## config.mk

```make
export PLATFORM = sky130hd
export DESIGN_NAME = axis_rr_packet_arbiter
export DESIGN_NICKNAME = d
export VERILOG_FILES = /design/src/rtl/axis_arb_pkg.sv /design/src/rtl/rr_priority_pick.sv /design/src/rtl/axis_rr_packet_arbiter.sv
export SDC_FILE = /design/constraint.sdc
export NUM_CORES = 1
export LEC_CHECK = 0
export ABC_AREA = 1
export CAP_MARGIN = 5
export CORE_MARGIN = 2
export CORE_UTILIZATION = 43
export DETAILED_ROUTE_END_ITERATION = 7
export GPL_ROUTABILITY_DRIVEN = 0
export PLACE_DENSITY = 0.81
export SYNTH_ARGS = -nofsm -noshare
export SYNTH_HDL_FRONTEND = slang
export SYNTH_SLANG_ARGS = --single-unit
```

## constraint.sdc

```tcl
create_clock -name CLK -period 1.7 [get_ports CLK]
set_input_delay 0.425 -clock CLK [delete_from_list [all_inputs] [get_ports CLK]]
set_output_delay 0.425 -clock CLK [all_outputs]
set_load 0.005 [all_outputs]
```

## src/rtl/axis_arb_pkg.sv

```systemverilog
// Shared types for the packet-aware AXI-Stream round-robin arbiter.
package axis_arb_pkg;
    typedef enum logic {ARB_IDLE, ARB_LOCKED} arb_state_t;
    localparam int PKT_CNT_W = 16;
endpackage

```

## src/rtl/rr_priority_pick.sv

```systemverilog
// Combinational round-robin picker: the first requester after 'last', wrapping modulo N.
module rr_priority_pick #(
    parameter  int N     = 4,
    localparam int IDX_W = $clog2(N)
) (
    input  logic [N-1:0]     req,
    input  logic [IDX_W-1:0] last,
    output logic             any,
    output logic [IDX_W-1:0] idx
);
    logic [IDX_W-1:0] cand;

    always_comb begin
        any  = |req;
        idx  = '0;
        cand = '0;
        // Walk from the farthest slot to the nearest so the nearest requester is the last write.
        for (int k = N; k >= 1; k--) begin
            cand = IDX_W'((int'(last) + k) % N);
            if (req[cand]) idx = cand;
        end
    end
endmodule

```

## src/rtl/axis_rr_packet_arbiter.sv

```systemverilog
// Shares one AXI-Stream sink among NUM_SRC masters; the grant is held from the first beat to TLast.
module axis_rr_packet_arbiter
    import axis_arb_pkg::*;
#(
    parameter  int NUM_SRC = 4,
    parameter  int WIDTH   = 8,
    localparam int IDX_W   = $clog2(NUM_SRC)
) (
    input  logic                     CLK,
    input  logic                     Reset,
    input  logic [NUM_SRC*WIDTH-1:0] S_TData,
    input  logic [NUM_SRC-1:0]       S_TValid,
    input  logic [NUM_SRC-1:0]       S_TLast,
    output logic [NUM_SRC-1:0]       S_TReady,
    output logic [WIDTH-1:0]         M_TData,
    output logic                     M_TValid,
    output logic                     M_TLast,
    input  logic                     M_TReady,
    output logic [IDX_W-1:0]         GrantIdx,
    output logic                     isBusy,
    output logic [PKT_CNT_W-1:0]     PktCount
);
    arb_state_t                    state, state_nxt;
    logic [IDX_W-1:0]              last_grant, pick_idx;
    logic                          pick_any, pkt_done;
    logic [NUM_SRC-1:0][WIDTH-1:0] src_data;

    assign src_data = S_TData;
    assign isBusy   = (state == ARB_LOCKED);

    rr_priority_pick #(.N(NUM_SRC)) u_pick (
        .req  (S_TValid),
        .last (last_grant),
        .any  (pick_any),
        .idx  (pick_idx)
    );

    // Ready toward the sources depends only on the registered grant, never on S_TValid.
    always_comb begin
        state_nxt = state;
        M_TData   = src_data[GrantIdx];
        M_TValid  = 1'b0;
        M_TLast   = 1'b0;
        S_TReady  = '0;
        pkt_done  = 1'b0;
        case (state)
            ARB_IDLE: begin
                if (pick_any) state_nxt = ARB_LOCKED;
            end
            ARB_LOCKED: begin
                M_TValid           = S_TValid[GrantIdx];
                M_TLast            = S_TLast[GrantIdx];
                S_TReady[GrantIdx] = M_TReady;
                pkt_done           = M_TValid && M_TReady && M_TLast;
                if (pkt_done) state_nxt = ARB_IDLE;
            end
        endcase
    end

    always_ff @(posedge CLK) begin
        if (Reset) begin
            state      <= ARB_IDLE;
            GrantIdx   <= '0;
            last_grant <= IDX_W'(NUM_SRC - 1);
            PktCount   <= '0;
        end else begin
            state <= state_nxt;
            if (state == ARB_IDLE && pick_any) GrantIdx <= pick_idx;
            if (pkt_done) begin
                last_grant <= GrantIdx;
                PktCount   <= PktCount + 1'b1;
            end
        end
    end
endmodule

```

==> flow_metrics.tcl <==
set metrics [dict create \
    status "complete, but fails checks" \
    violations "setup timing" \
    synthSimpleGateAreaFrac 0.430 \
    grt_pass1_vias 1955 \
    start_util 0.444 \
    cts_sinks 21 \
    synth_xor_area_frac 0.0497 \
    place_area_um2 2820 \
    worst_pin_slew_ns 0.242 \
    synthAdderAreaFrac 0.00710 \
    io_buffers 75 \
    hold_viol 0 \
    fmaxAchievable_ghz 0.539 \
    fin_area_um2 3100 \
    die-area_um2 4620 \
    synthesis.area_um2 1760 \
    synth-seq-cells 21 \
    maxCapViolations 0 \
    layout_min_cycle_time_ns 1.85 \
    drtPass1Iterations 4 \
    cp.arrival_ns 1.43 \
    hold-path-cell-count 2 \
    ctsHoldBuffers 0 \
    n_antenna_cell 0 \
    leakage_nw 1.34 \
    final.setup.tns_ns -0.568 \
    final_common_cell "nand2_1" \
    drive_above_1_share 0.405 \
    setup_viol 12 \
    powerDensity_nw_per_um2 508 \
    cts_tree "done" \
    synth_fp_nets 304 \
    crit_fanout 6 \
    wl_per_cell_um 14.0 \
    clkTransAtPathRegs_ns 0.08 \
    htreeDepth 1 \
    start_kind "flop" \
    drc_errors 0 \
    postSynthCellCount 260 \
    yosysSeqAreaShare 0.239 \
    cts_root_buffer "clkbuf_8" \
    area_growth_pct 75.7 \
    clk_latency_ns 0.26 \
    die_width_um 68.0 \
    drv_slew 0 \
    final_cell_mix "nand2_1, clkdlybuf4s50_1, nand2_2, buf_4, nor2_1" \
    synth-compound-area-share 0.181 \
    numCtsBuffers 3 \
    grt_overflow 0 \
    rr_startpoint "GrantIdx[1]$_SDFFE_PP0P_" \
    synth.area.top_cells "dfxtp_1, nand2_1, nand2_2" \
    final_nets 423 \
    ant_nets 0 \
    worstSetupStartpoint "GrantIdx[1]$_SDFFE_PP0P_" \
    synth_top_area_share 0.239 \
    synthMuxAreaShare 0 \
    hold_path_startpoint "PktCount[7]$_SDFFE_PP0P_" \
    yosysTopAreaCell "dfxtp_1" \
    layout_setup_ws_ns -0.155 \
    skew_ns 0.00428 \
    r2r_slack_ns -0.01 \
    ff2ff_path_depth 10 \
    drtIter0Drc 89 \
    grt_first_pass_wirelength_um 8690 \
    antenna_found_initial 0 \
    min_path_type "flop to flop" \
    row_count 23 \
    num_vias 2128 \
    die_y_um 68.0 \
    min_to "PktCount[7]$_SDFFE_PP0P_" \
    post-route-period-util 1.09 \
    yosysWarnings 0 \
    rsz0062_at_grt "true" \
    syn_area_per_cell_um2 6.78 \
    via_per_inst 4.97 \
    rr_endpoint "PktCount[6]$_SDFFE_PP0P_" \
    required_ns 1.27 \
    path_class "flop to primary output" \
    grt_usage 0.241 \
    max_slew_margin 0.838 \
    synth.distinct_cells 30 \
    dpl.hpwl_um 4060 \
    clockBufferDepth 2 \
    fillCellCount 273 \
    coreArea_um2 3970 \
    endpoint_kind "primary output" \
    hold_slack_ns 0.492 \
    peakVddDrop_uv 549 \
    power_mw 1.57 \
    drt_wl_total_um 5970 \
    pin_count 76 \
    grt_max_degree 16 \
    synth_top_family_by_area "simple AND/OR/NAND/NOR gates" \
]
==> worst max-delay path, cell delays in order (launching register included) <==
cell and delay (ns):
dfxtp_4 0.40, nand2_4 0.09, inv_4 0.04, buf_6 0.13
buf_6 0.11, a22oi_2 0.19, nand2_1 0.08, buf_2 0.13
==> what timing repair did <==
item,4_1_cts,5_1_grt
cloned,1,0
setup buffers,11,2
endpoints found under the setup margin,36,40
pin swaps,14,15
gates resized for setup,92,32
==> stage by stage <==
stage          cells   util  worst slack [ns]
2_1_floorplan    260      -             0.160
3_3_place_gp     413  0.711            -0.557
3_5_place_dp     413  0.711            -0.571
4_1_cts          428  0.762            -0.130
5_1_grt          428  0.779            -0.187
6_report         428  0.779            -0.155
==> sequential cells by signal, summed over array words and instances (netlist names) <==
name / cells
GrantIdx: 2
PktCount: 16
isBusy: 1
last_grant: 2
==> how the worst max path moves through the flow <==
stage / endpoint / slack, ns
2_1_floorplan: PktCount[6]$_SDFFE_PP0P_ / 0.16
3_3_place_gp: M_TValid / -0.56
3_5_place_dp: M_TValid / -0.57
4_1_cts: M_TValid / -0.13
5_1_grt: M_TValid / -0.19
6_report: M_TData[0] / -0.15
==> report_power, final <==
part / switching, mW / total [mW] / internal [mW]
sequential: 0.0287 / 0.534 / 0.505
combinational: 0.321 / 0.711 / 0.390
clock: 0.161 / 0.328 / 0.167
total: 0.511 / 1.57 / 1.06
==> synth_stat cells <==
cell / number
o211ai_2: 1
xnor2_1: 6
a21oi_1: 6
o21ai_1: 3
inv_4: 4
nand2_4: 4
inv_1: 18
nor2_8: 2
buf_6: 3
nor2_1: 27
dfxtp_1: 21
a41oi_1: 1
a22oi_1: 9
ha_1: 1
xor2_1: 4
o22ai_1: 1
nand3_1: 14
buf_12: 1
o21bai_4: 1
nand4_1: 4
nor2_4: 2
nand2_2: 23
nand3b_1: 3
o21ai_2: 2
nand2_1: 75
nor3_1: 1
a21oi_2: 14
clkbuf_1: 3
o21ai_0: 4
inv_2: 2
==> routing by layer <==
layer  vias up  GRT usage  wire, µm
li1       1082          -         -
met1       962      0.265      2300
met2        74      0.482      3000
met3        10     0.0477       565
met4         0     0.0300       112
met5         -          0         0
==> kinds of logic (layout without fill, tap and decap cells) <==
logic type	Yosys count	after routing
AND/OR/NAND/NOR	155	156
AO/OA/AOI/OAI	42	42
buffers and inverters	31	148
flip-flops	21	21
XOR/XNOR	10	10
adder cells (fa/ha/maj)	1	1
==> area by class of cell <==
class	count	area, µm²	share of cell area
Clock buffer	4	45.0	0.0146
Inverter	24	118	0.0380
Sequential cell	21	439	0.142
Multi-Input combinational cell	209	1300	0.421
Timing Repair Buffer	120	1130	0.364
Tap cell	50	62.6	0.0202
Note: power is estimated with default switching activity, not from simulation.
